## config.mk

```make
export PLATFORM = sky130hd
export DESIGN_NAME = alu_seq_fsm
export DESIGN_NICKNAME = d
export VERILOG_FILES = /design/src/rtl/alu_seq_pkg.sv /design/src/rtl/alu_core.sv /design/src/rtl/alu_seq_fsm.sv
export SDC_FILE = /design/constraint.sdc
export NUM_CORES = 1
export LEC_CHECK = 0
export CAP_MARGIN = 20
export CORE_UTILIZATION = 45
export DETAILED_ROUTE_END_ITERATION = 10
export HOLD_SLACK_MARGIN = 0.08
export PLACE_DENSITY = 0.78
export SYNTH_ARGS = -nofsm -noshare
export SYNTH_HDL_FRONTEND = slang
export SYNTH_SLANG_ARGS = --single-unit
```

## constraint.sdc

```tcl
create_clock -name clk -period 2.23 [get_ports clk]
set_clock_uncertainty 0.2 [all_clocks]
set_input_delay 0.3345 -clock clk [delete_from_list [all_inputs] [get_ports clk]]
set_output_delay 0.3345 -clock clk [all_outputs]
set_load 0.02 [all_outputs]
```

## src/rtl/alu_seq_pkg.sv

```systemverilog
// Shared types for the sequential ALU: opcodes, FSM state names and flag bit positions.
package alu_seq_pkg;

  typedef enum logic [2:0] {
    OP_NOR  = 3'b000,
    OP_NAND = 3'b001,
    OP_ADD  = 3'b010,
    OP_SUB  = 3'b011,
    OP_AND  = 3'b100,
    OP_OR   = 3'b101,
    OP_XOR  = 3'b110,
    OP_SLT  = 3'b111
  } opcode_t;

  typedef enum logic [1:0] {
    ST_WAIT_A  = 2'd0,
    ST_WAIT_B  = 2'd1,
    ST_WAIT_OP = 2'd2,
    ST_SHOW    = 2'd3
  } state_t;

  localparam int FLAG_V = 4;
  localparam int FLAG_C = 3;
  localparam int FLAG_Z = 2;
  localparam int FLAG_N = 1;
  localparam int FLAG_P = 0;

endpackage

```

## src/rtl/alu_core.sv

```systemverilog
// Combinational N-bit ALU: eight operations plus {V,C,Z,N,P} flags.
module alu_core
  import alu_seq_pkg::*;
#(
  parameter int N = 8
) (
  input  logic [N-1:0] a,
  input  logic [N-1:0] b,
  input  logic [2:0]   op,
  output logic [N-1:0] r,
  output logic [4:0]   flags
);

  // One extra bit so bit N carries the carry-out (add) or the borrow (sub).
  logic [N:0] sum;
  logic [N:0] diff;
  logic       v;
  logic       c;

  assign sum  = {1'b0, a} + {1'b0, b};
  assign diff = {1'b0, a} - {1'b0, b};

  always_comb begin
    r = '0;
    v = 1'b0;
    c = 1'b0;
    case (op)
      OP_NOR:  r = ~(a | b);
      OP_NAND: r = ~(a & b);
      OP_ADD: begin
        r = sum[N-1:0];
        c = sum[N];
        v = (a[N-1] == b[N-1]) && (sum[N-1] != a[N-1]);
      end
      OP_SUB: begin
        r = diff[N-1:0];
        c = diff[N];
        v = (a[N-1] != b[N-1]) && (diff[N-1] != a[N-1]);
      end
      OP_AND:  r = a & b;
      OP_OR:   r = a | b;
      OP_XOR:  r = a ^ b;
      OP_SLT:  r = {{(N-1){1'b0}}, ($signed(a) < $signed(b))};
      default: r = '0;
    endcase

    flags         = '0;
    flags[FLAG_V] = v;
    flags[FLAG_C] = c;
    flags[FLAG_Z] = (r == '0);
    flags[FLAG_N] = r[N-1];
    flags[FLAG_P] = ~r[0];
  end

endmodule

```

## src/rtl/alu_seq_fsm.sv

```systemverilog
// Sequential ALU: A, B and opcode entered one per Enter press; result and flags held for display.
// Optional ALU_CHAIN_EN: an Enter in SHOW reloads A from the result and skips to WAIT_B.
module alu_seq_fsm
  import alu_seq_pkg::*;
#(
  parameter int N = 8
) (
  input  logic         clk,
  input  logic         reset,
  input  logic [N-1:0] data_in,
  input  logic [2:0]   op_in,
  input  logic         enter,
  input  logic         clear,
  output logic [N-1:0] result,
  output logic [4:0]   flags,
  output logic [1:0]   state_out,
  output logic         done
);

  localparam logic [1:0] S_WAIT_A  = ST_WAIT_A;
  localparam logic [1:0] S_WAIT_B  = ST_WAIT_B;
  localparam logic [1:0] S_WAIT_OP = ST_WAIT_OP;
  localparam logic [1:0] S_SHOW    = ST_SHOW;

  logic [1:0]   state;
  logic         enter_q;
  logic         ent;
  logic [N-1:0] a_reg;
  logic [N-1:0] b_reg;
  logic [N-1:0] alu_r;
  logic [4:0]   alu_flags;

  // enter is a level; ent fires only on its rising edge. clear beats ent in the
  // same cycle; done is a single-cycle pulse marking a freshly registered result.
  assign ent       = enter & ~enter_q;
  assign state_out = state;

  alu_core #(.N(N)) u_core (
    .a     (a_reg),
    .b     (b_reg),
    .op    (op_in),
    .r     (alu_r),
    .flags (alu_flags)
  );

  always_ff @(posedge clk or posedge reset) begin
    if (reset) begin
      state   <= S_WAIT_A;
      enter_q <= 1'b0;
      a_reg   <= '0;
      b_reg   <= '0;
      result  <= '0;
      flags   <= '0;
      done    <= 1'b0;
    end else begin
      enter_q <= enter;
      done    <= 1'b0;
      if (clear) begin
        state <= S_WAIT_A;
      end else if (ent) begin
        case (state)
          S_WAIT_A: begin
            a_reg <= data_in;
            state <= S_WAIT_B;
          end
          S_WAIT_B: begin
            b_reg <= data_in;
            state <= S_WAIT_OP;
          end
          S_WAIT_OP: begin
            result <= alu_r;
            flags  <= alu_flags;
            done   <= 1'b1;
            state  <= S_SHOW;
          end
          S_SHOW: begin
`ifdef ALU_CHAIN_EN
            a_reg <= result;
            state <= S_WAIT_B;
`else
            state <= S_WAIT_A;
`endif
          end
          default: state <= S_WAIT_A;
        endcase
      end
    end
  end

endmodule
```

### Yosys cells after proc, flatten, opt, wreduce, memory -nomap -nowiden

Cells that the tools add are included.

* bits in registers: 33
* logic and storage cells: 51
* output and inout port bits: 16
* bits of input ports: 15

* eq/ne operators: 14
* order comparisons: 1
* bitwise operators: 9
* reduce and logical (&&, ||, !) cells: 9
* muxes and demuxes: 9
* add/sub/neg operators: 2

Operators with widths (count)
* $pmux 8 s8: 1
* $not 8->8: 2
* $eq 3x3->1 const B: 4
* $add 8x8->9: 1
* $reduce_and 3->1: 3
* $sub 8x8->9: 1
* $and 8x8->8: 1
* $logic_not 8->1: 1
* $lt 8x8->1: 1
* $or 8x8->8: 1
* $pmux 2 s4: 1
* $xor 8x8->8: 1
* $eq 3x2->1 const B: 2
* $eq 2x2->1 const B: 2
* $mux 2: 2
* $pmux 1 s2: 2
* $eq 3x1->1 const B: 1
* $logic_not 3->1: 1
* $mux 1: 3
* $ne 1x1->1: 3
* $not 1->1: 3
* $eq 2x1->1 const B: 1
* $logic_and 1x1->1: 2
* $logic_not 2->1: 1
* other kinds (3): 3

### Longest topological paths before layout

Gate-level depths: netlist of the first run.

* depth after elaboration: 4
* mapped depth: 11
* mapped depth without buffers: 11

### Cells and area by module

From an unflattened synthesis of the first run, not the netlist that was laid out.

* cell total of the unflattened synthesis: 277
* area total of the unflattened synthesis: 2756.4 sq um

By module, submodules not included
* alu_core: cells each 198, sequential area each 0.0 sq um, area an instance 1393.8 sq um, times used 1
* alu_seq_fsm: cells each 79, sequential area each 825.8 sq um, area an instance 1362.6 sq um, times used 1

### Least setup slack after synthesis of the first run

Ideal clock, no wire load.

* path kind: flip-flop to flip-flop
* start: register a_reg[0]
* end: register flags[0]
* data required time: 1.912 ns
* arrival time: 2.138 ns
* path slack: -0.227 ns
* period minus slack after synthesis: 2.457 ns
* path buffers: 0
* stages on the path, launching flop included: 11
* library setup time: 0.118 ns
* cell sequence: dfrtp_1 > inv_1 > ha_1 > inv_1 > fa_1 > nor2b_4 > o21ai_0 > a31oi_1 > o31a_1 > o31a_1 > a21o_1

* word-level cells in the longest chain between the ends: 4
* elaborated cells between the ends (all ways): 10
* those cells by class: add/sub (2); order compare (1); mux (1); bitwise (6)

Ends and longest elaborated chain
* start, declared: RTL line alu_seq_fsm.sv:28 `logic [N-1:0] a_reg;`
* start signal, assigned: RTL line alu_seq_fsm.sv:63 `a_reg <= data_in;`
* branches (longest 2 deep; another with $sub 8x8->9)
* $pmux 8 s8 *: RTL line alu_core.sv:27 `case (op)`
* $not 1->1 *: RTL line alu_core.sv:52 `flags[FLAG_P] = ~r[0];`
* end signal, assigned: RTL line alu_seq_fsm.sv:72 `flags <= alu_flags;`
* end, declared: RTL line alu_seq_fsm.sv:15 `output logic [4:0] flags,`

Every way passes the cells marked *.
A chain may end at the register's enable or synchronous reset.

### Worst setup path in the final report of the first run

* start: register b_reg[0]
* end: register result[6]

* word-level cells in the longest chain between the ends: 2
* elaborated cells between the ends (all ways): 3
* those cells by class: add/sub (2); mux (1)

Ends and longest elaborated chain
* start, declared: RTL line alu_seq_fsm.sv:29 `logic [N-1:0] b_reg;`
* start signal, assigned: RTL line alu_seq_fsm.sv:67 `b_reg <= data_in;`
* $sub 8x8->9 / $add 8x8->9 (equally long branches): RTL line alu_core.sv:21, alu_core.sv:20
* $pmux 8 s8 *: RTL line alu_core.sv:27
* end signal, assigned: RTL line alu_seq_fsm.sv:71 `result <= alu_r;`
* end, declared: RTL line alu_seq_fsm.sv:14 `output logic [N-1:0] result,`

Every way passes the cells marked *; elsewhere a longest branch is shown, timed or not.

==> summary.md, run 1 <==
| Metric | Value |
|---|---|
| CP max stage cell | `dfrtp_2` |
| Outcome | `complete, but fails checks` |
| DIE WIDTH | `78.43 microns` |
| CP required | `2.21 ns` |
| WL per Instance | `16.21 microns` |
| Yosys warns | `0` |
| Worst slew pin tran | `0.4225 ns` |
| Vias in the first global route | `2567` |
| Clock power frac | `0.108` |
| Drc violations | `0` |
| Data arrival, critical path | `2.57 ns` |
| H-tree depth | `2` |
| Top FF cell, synth | `dfrtp_1` |
| Min cycle time layout | `2.597 ns` |
| Most common cell after layout, fill and taps aside | `buf_4` |
| CTS tree | `built` |
| Netlist cell types | `57` |
| Failing checks | `negative setup slack` |
| Most frequent cells in the layout | `buf_4, nand2_1, dfrtp_1, clkdlybuf4s50_1, inv_1` |
| NetSw | `1.712 mW` |
| Area delta synth->final | `55.35%` |
| Critical path class | `reg -> reg` |
| Core ar. | `5574 sq um` |
| RR Endpoint | `result[6]` |
| Standard-cell row count | `27` |
| Asr flop ratio synth | `1.000` |
| # setup viols final | `9` |
| HP Class | `in -> async` |
| Clock buffer count from CTS | `5` |
| Combinational power share | `0.693` |
| Layout cell share with drive strength beyond 1 | `0.4058` |
| Worst-path cell chain | `ha_4 > inv_2 > fa_2 > nor2b_4 > o21ai_2 > a211o_1 > a211o_1 > o32ai_2 > a21oi_2 > mux2_4` |
| Clk pin slew, worst setup/hold paths | `0.07 ns` |
| Starting Density | `0.4716` |
| Synth Cell Area | `2629 sq um` |
| Root Driver | `clkbuf_8` |
| Fill count | `364` |
| Clock latency on the worst-skew pair | `0.29 ns` |
| Pwr Total | `4.036 mW` |
| Drt first pass iters | `5` |
| Post-Syn Area per Cell | `8.676 sq um` |
| Setup ws final | `-0.3670 ns` |
| Min Hold Slack | `0.2336 ns` |
| Finished layout cell area | `4084 sq um` |
| Hold Fails Final Rpt | `0` |
| Vias per cell | `5.642` |
| Max Slew Vio Count | `0` |
| Initial antenna violation count | `0` |
| Register bit total from synthesis | `32` |
| Net Count, Synth | `347` |
| Area of the multi-input gates | `1951 sq um` |
| Sequential Power Share | `0.199` |
| Synth Instances | `303` |
| ANT nets after route | `0` |
| Starting DRC count in detailed routing | `212` |
| First-pass GRT wire length | `11610 microns` |
| CTS max path bufs | `2` |
| Die Y | `78.43 microns` |
| DP Worst Slack | `-0.3729 ns` |
| Most frequent CP cell | `a211o_1` |
| FMAX | `0.3851 GHz` |
| Sw frac | `0.4242` |
| Power Dens Cells | `988.2 nW/um^2` |
| DP HPWL | `5134 microns` |
| Area occupied by registers | `803.3 sq um` |
| RSZ-0062 raised after global routing | `true` |
| Fin crit share | `1.165` |
| P_leak | `1.833 nW` |
| Layout Nets | `458` |
| # IOs | `31` |
| Gpl congestion | `0.8801` |
| CTS Sinks | `32` |
| Worst-case reg-to-reg path depth | `10` |
| Pin count of the biggest net entering global routing | `33` |
| Max-slew headroom | `0.7183` |
| Maxcap violations | `0` |
| Cell area after placement | `3552 sq um` |
| Seq/Total Area, Yosys | `0.3046` |
| Post-synth EDFFs | `0` |
| CP Max Fanout | `3` |
| CP startpoint kind | `register` |
| FF-to-FF Start | `b_reg[0]` |
| Ant diodes | `0` |
| Final WL | `7880 microns` |
| Post-CTS Hold Fix Bufs | `0` |
| Vias | `2742` |
| Internal power | `2.324 mW` |
| PortBufs | `30` |
| Final TNS setup | `-2.177 ns` |
| VDD IR max | `0.0004952 V` |
| CP peak stage delay | `0.45 ns` |
| Die ar. | `6151 sq um` |
| Slack of the worst reg-to-reg path | `-0.37 ns` |
| Worst setup EP type | `register` |
| Total GRT Usage | `0.2407` |
| Total global routing overflow | `0` |
[cells by family (layout without fill, tap and decap cells)]
| group | after synthesis | after routing | synth area share |
|---|---|---|---|
| mux | 13 | 13 | 0.05140 |
| buf+inv | 51 | 162 | 0.09138 |
| xor+xnor | 4 | 4 | 0.01333 |
| fa+ha+maj | 29 | 29 | 0.1437 |
| flops | 32 | 32 | 0.3046 |
| simple gates | 82 | 82 | 0.1514 |
| compound gates | 92 | 92 | 0.2442 |
[power by group through the flow]
stage / Combinational (mW) / Clock [mW] / Sequential (mW)
finish: 2.80 / 0.437 / 0.804
global route: 2.97 / 0.469 / 0.820
CTS: 2.24 / 0.435 / 0.792
detailed placement: 2.06 / 0 / 0.806
global placement: 2.03 / 0 / 0.796
floorplan: 1.24 / 0 / 0.842
[timing repair]
action	CTS	global route
hold endpoints to repair	0	0
resized for setup	13	52
pin swaps	8	27
setup buffers	3	15
setup endpoints to repair	10	12
[layout make-up]
| cell class | count | share of cell area |
|---|---|---|
| Clock buffer | 6 | 0.01777 |
| Clock inverter | 1 | 0.001225 |
| Inverter | 32 | 0.02941 |
| Multi-Input combinational cell | 220 | 0.4776 |
| Sequential cell | 32 | 0.1967 |
| Tap cell | 72 | 0.02206 |
| Timing Repair Buffer | 123 | 0.2552 |
[how the worst max path moves through the flow]
stage                     slack [ns]     start  cells after the start   endpoint
final                          -0.37  b_reg[0]                     10  result[6]
after global routing           -0.42  a_reg[0]                     11  result[6]
after CTS                      -0.29  b_reg[0]                      9   flags[3]
after detailed placement       -0.37  op_in[0]                      7  result[4]
after global placement         -0.38  op_in[0]                      7   flags[2]
after floorplan                -0.16  b_reg[0]                     10  result[6]
[cells in the mapped netlist, types with 3 or more instances]
master,count,area (sq um)
a211o_1,3,26.28
a211oi_1,3,22.52
a21o_1,5,37.54
a21oi_1,12,60.06
a221oi_1,3,26.28
and2_1,4,25.02
buf_2,3,15.01
buf_4,4,30.03
buf_6,4,45.04
clkbuf_1,8,30.03
dfrtp_1,32,800.8
ha_1,27,337.8
inv_1,31,116.4
mux2_2,3,33.78
mux2i_1,9,90.09
nand2_1,33,123.9
nor2_1,17,63.81
nor2b_1,4,25.02
nor3_1,8,40.04
o21a_1,4,30.03
o21ai_0,27,135.1
o21ai_1,3,15.01
o221ai_1,4,35.03
o22ai_1,5,31.28
o31a_1,3,26.28
or3_1,3,18.77
xnor2_1,3,26.28
[critical path: cells and delay by family, from the launching register on]
family,cells,cell delay (ns)
AO/OA/AOI/OAI,5,0.92
multiplexers,1,0.26
buffers and inverters,1,0.06
flip-flops,1,0.45
adder cells (fa/ha/maj),2,0.40
AND/OR/NAND/NOR,1,0.19
[per-layer routing]
metal	up-vias	wire length [microns]	track usage
met4	0	281	0.08889
li1	1288	-	-
met2	137	3915	0.4044
met1	1285	3193	0.3063
met3	32	490	0.04535
met5	-	0	0
[through the flow]
stage	std cells	util
finish	486	0.7327
global route	486	0.7327
CTS	472	0.6709
detailed placement	462	0.6373
global placement	462	0.6373
floorplan	303	-
Note: power is estimated with default switching activity, not from simulation.
==> run 2: changes to the inputs <==
SKIP_LAST_GASP = 1   (was unset)
==> summary.md, run 2 (synthesized netlist as in run 1, its figures left out) <==
| Metric | Value |
|---|---|
| Outcome | `complete, but fails checks (unchanged)` |
| Failing checks | `negative setup slack (unchanged)` |
| Total GRT Usage | `0.2407 (unchanged)` |
| Area delta synth->final | `54.69% (was 55.35%)` |
| Ant diodes | `0 (unchanged)` |
| Vias per cell | `5.640 (was 5.642)` |
| NetSw | `1.694 mW (was 1.712 mW)` |
| HP Class | `in -> async (unchanged)` |
| Worst path buffer plus inverter count | `1 (unchanged)` |
| CTS Sinks | `32 (unchanged)` |
| Pwr Total | `4.000 mW (was 4.036 mW)` |
| Vias in the first global route | `2567 (unchanged)` |
| PortBufs | `30 (unchanged)` |
| Gpl congestion | `0.8801 (unchanged)` |
| Largest delay share family, worst path | `compound AO/OA/AOI/OAI gates (unchanged)` |
| Drc violations | `0 (unchanged)` |
| Final core utilization | `0.7295 (was 0.7327)` |
| CP startpoint kind | `register (unchanged)` |
| Combinational power share | `0.691 (was 0.693)` |
| Die ar. | `6151 sq um (unchanged)` |
| Layout Nets | `458 (unchanged)` |
| FMAX | `0.3870 GHz (was 0.3851 GHz)` |
| Root Driver | `clkbuf_8 (unchanged)` |
| CP peak stage delay | `0.45 ns (about the same)` |
| Post-CTS Hold Fix Bufs | `0 (unchanged)` |
| Vias | `2741 (was 2742)` |
| Data arrival, critical path | `2.56 ns (was 2.57 ns)` |
| CTS tree | `built (unchanged)` |
| Setup ws final | `-0.3543 ns (was -0.3670 ns)` |
| CP max stage cell | `dfrtp_2 (unchanged)` |
| First-pass GRT wire length | `11610 microns (unchanged)` |
| Max-slew headroom | `0.7188 (was 0.7183)` |
| Fin crit share | `1.159 (was 1.165)` |
| Maxcap violations | `0 (unchanged)` |
| ANT nets after route | `0 (unchanged)` |
| DP Worst Slack | `-0.3729 ns (unchanged)` |
| Sequential Power Share | `0.201 (was 0.199)` |
| # setup viols final | `9 (unchanged)` |
| RR Endpoint | `result[6] (unchanged)` |
| Power Dens Cells | `983.6 nW/um^2 (was 988.2 nW/um^2)` |
| Hold Fails Final Rpt | `0 (unchanged)` |
| CP required | `2.21 ns (about the same)` |
| Clock latency on the worst-skew pair | `0.29 ns (about the same)` |
| Clock buffer count from CTS | `5 (unchanged)` |
| CTS max path bufs | `2 (unchanged)` |
| RSZ-0062 raised after global routing | `true (unchanged)` |
| Most frequent CP cell | `a211o_1 (unchanged)` |
| Total global routing overflow | `0 (unchanged)` |
| Min Hold Slack | `0.2331 ns (was 0.2336 ns)` |
| CP Max Fanout | `3 (unchanged)` |
| FF-to-FF Start | `b_reg[0] (unchanged)` |
| Sw frac | `0.4236 (was 0.4242)` |
| P_leak | `1.829 nW (was 1.833 nW)` |
| # IOs | `31 (unchanged)` |
| Fill count | `364 (unchanged)` |
| Starting DRC count in detailed routing | `261 (was 212)` |
| Critical path class | `reg -> reg (unchanged)` |
| Worst-path cell chain | `ha_4 > inv_2 > fa_2 > nor2b_4 > o21ai_2 > a211o_1 > a211o_1 > o32ai_2 > a21oi_2 > mux2_4 (unchanged)` |
| Cell area after placement | `3552 sq um (unchanged)` |
| Worst-case reg-to-reg path depth | `10 (unchanged)` |
| Most frequent cells in the layout | `buf_4, nand2_1, dfrtp_1, clkdlybuf4s50_1, inv_1 (unchanged)` |
| Clk pin slew, worst setup/hold paths | `0.07 ns (about the same)` |
| Levels on crit path | `10 (unchanged)` |
| H-tree depth | `2 (unchanged)` |
| Min cycle time layout | `2.584 ns (was 2.597 ns)` |
| WL per Instance | `16.09 microns (was 16.21 microns)` |
| Cells after DPL | `462 (unchanged)` |
| Standard-cell row count | `27 (unchanged)` |
| Final WL | `7821 microns (was 7880 microns)` |
| Pin count of the biggest net entering global routing | `33 (unchanged)` |
| Die Y | `78.43 microns (unchanged)` |
| CP startpoint | `b_reg[0] (unchanged)` |
| Fin cells | `486 (unchanged)` |
| Starting Density | `0.4716 (unchanged)` |
| Clock power frac | `0.108 (about the same)` |
| Most common cell after layout, fill and taps aside | `buf_4 (unchanged)` |
| Finished layout cell area | `4066 sq um (was 4084 sq um)` |
| Worst slew pin tran | `0.4219 ns (was 0.4225 ns)` |
| DP HPWL | `5134 microns (unchanged)` |
| Initial antenna violation count | `0 (unchanged)` |
| Layout cell share with drive strength beyond 1 | `0.4058 (unchanged)` |
| Slack of the worst reg-to-reg path | `-0.35 ns (was -0.37 ns)` |
| DIE WIDTH | `78.43 microns (unchanged)` |
| Internal power | `2.306 mW (was 2.324 mW)` |
| Final TNS setup | `-2.119 ns (was -2.177 ns)` |
| Core ar. | `5574 sq um (unchanged)` |
| Max Slew Vio Count | `0 (unchanged)` |
| Drt first pass iters | `5 (unchanged)` |
| Worst setup EP type | `register (unchanged)` |
| VDD IR max | `0.0004943 V (was 0.0004952 V)` |
-- run 2: cell counts in the layout (fill, tap and decap cells not counted) --
Identical to the previous run, type by type.
-- run 2: worst max path at each step --
stage / to
final: result[6]
after global routing: result[6]
after CTS: flags[3]
after detailed placement: result[4]
after global placement: flags[2]
after floorplan: result[6]
-- run 2: power by group through the flow --
stage                     combinational [mW]  clock, mW  sequential (mW)
after floorplan                         1.24          0            0.842
after global placement                  2.03          0            0.796
final                                   2.76      0.433            0.804
after detailed placement                2.06          0            0.806
after global routing                    2.95      0.468            0.819
after CTS                               2.24      0.435            0.792
-- run 2: layout make-up --
class	instances	area [sq um]	share of cell area
clock inverter	1	5.005	0.001231
multi-input combinational	220	1941	0.4772
tap	72	90.09	0.02215
sequential	32	803.3	0.1975
clock buffer	6	72.57	0.01785
timing repair buffer	123	1035	0.2545
inverter	32	120.1	0.02954
-- run 2: what timing repair did --
| item | CTS | global route |
|---|---|---|
| gates resized for setup | 13 | 49 |
| endpoints found under the setup margin | 10 | 12 |
| buffers inserted | 3 | 15 |
| pin swaps | 8 | 27 |
-- run 2: per-layer routing --
metal	global-route usage	share of wire
met4	0.08889	0.032
met3	0.04535	0.057
met5	0	0
met1	0.3063	0.41
met2	0.4044	0.50
-- run 2: worst min-delay path, delay by kind of cell --
family	cells	cell delay, ns
buffers and inverters	3	0.81
==> variant (flow settings as in run 1) <==
The option `ALU_CHAIN_EN` is turned on by a define.
--- a/src/rtl/alu_seq_fsm.sv
+++ b/src/rtl/alu_seq_fsm.sv
@@ -1,5 +1,7 @@
 // Sequential ALU: A, B and opcode entered one per Enter press; result and flags held for display.
 // Optional ALU_CHAIN_EN: an Enter in SHOW reloads A from the result and skips to WAIT_B.
+`define ALU_CHAIN_EN
+
 module alu_seq_fsm
   import alu_seq_pkg::*;
 #(
Check against the original RTL: not equivalent (Yosys sat finds a counterexample within 10 cycles, from zero or initial values and one cycle with reset high).
==> variant against run 1 <==
The run still ends with negative setup slack left. Fmax is 1.5% lower. Synthesized cell count is 6.9% higher. First-iteration DRC count is 19% higher. Worst hold slack worse by 0.0041 ns. Final cell count is 4.1% higher. Sequential cell count stayed put. Sequential power is 0.7% higher. Total power is 4.1% higher. Cell area is 4.2% higher. Routed wire length is 25% higher. Clock power is 7.6% higher. Worst setup slack worse by 0.040 ns. Non-clock buffer count is 4 lower. Synthesized area is 4.2% higher. Critical path type is now in2reg. Largest cell class unchanged. Highest routed layer unchanged.
==> variant: results (changes against run 1) <==
Area after DPL=3704 um^2 (+4.3%); sequential fraction of the synthesis area=29.24% (-1.2 points); violated checks=negative setup slack; worst setup margin=-0.4072 ns (-0.04017 ns); Synth Area in XOR/XNOR=0.6396% (-0.69 points); first-pass GRT wire length=14230 um (+23%); synthesized-area fraction occupied by adder cells=14.25% (-0.12 points); initial DRC count=253 (+19%); ratio of cells with drive above 1 in the final layout=38.28% (-2.3 points); crit-path max cell delay=0.50 ns (+0.05 ns); Final nets=475 (+3.7%); Post-Syn Area=2739 um^2 (+4.2%); crit path DAT=2.67 ns (+0.10 ns); complex-gate fraction of the synthesized area=24.21% (-0.20 points); slowest cell on the critical path=clkdlybuf4s50_1; fin cells=506 (+4.1%); clock-cell share of area=2.117% (+0.22 points); comb_multi_in=242 (+10%); CP Max Fanout=11 (+8); Final Setup Violations=11 (+2); Clk pwr share=11.2% (+0.4 points); Placer Congestion=0.9695 (+10%); final wirelength=9849 um (+25%); CP Class=in2reg; FF-to-FF setup slack=-0.39 ns (-0.02 ns); status=finished with violations; vias in the first global route=3080 (+20%); mux cell area share after synthesis=7.264% (+2.1 points); Place WS=-0.5009 ns (-0.1279 ns); PD cells=987.4 nW/um^2 (about the same)
[variant: cell count changes after synthesis, sizes merged, moves of 4 or more]
cell,run 1,this run
nor2,17,29
buf,11,7
nor4,1,5
clkbuf,8,13
a21oi,13,20
nand2,33,26
a211oi,3,8
o21ai,30,19
[variant: critical path, delay by kind of cell]
kind	cells	cell delay [ns]
AOI/OAI and AO/OA	2	0.58
and+or+nand+nor	2	0.66
buffers and inverters	4	0.92
muxes	1	0.16
[variant: routing by layer]
layer / up-vias / share of wire (%) / track usage, %
li1: 1366 / - / -
met1: 1516 / 41 / 36.09
met2: 179 / 47 / 49.40
met3: 47 / 7.5 / 4.800
met4: 0 / 3.8 / 12.50
met5: - / 0 / 0
[variant: cell families (layout without fill, tap and decap cells)]
family	Yosys count	count (layout)
adders and majority gates	30	30
xor gates and xnor gates	2	2
and+or+nand+nor	96	96
DFF	32	32
muxes	18	18
buffers and inverters	50	157
AOI/OAI and AO/OA	96	96
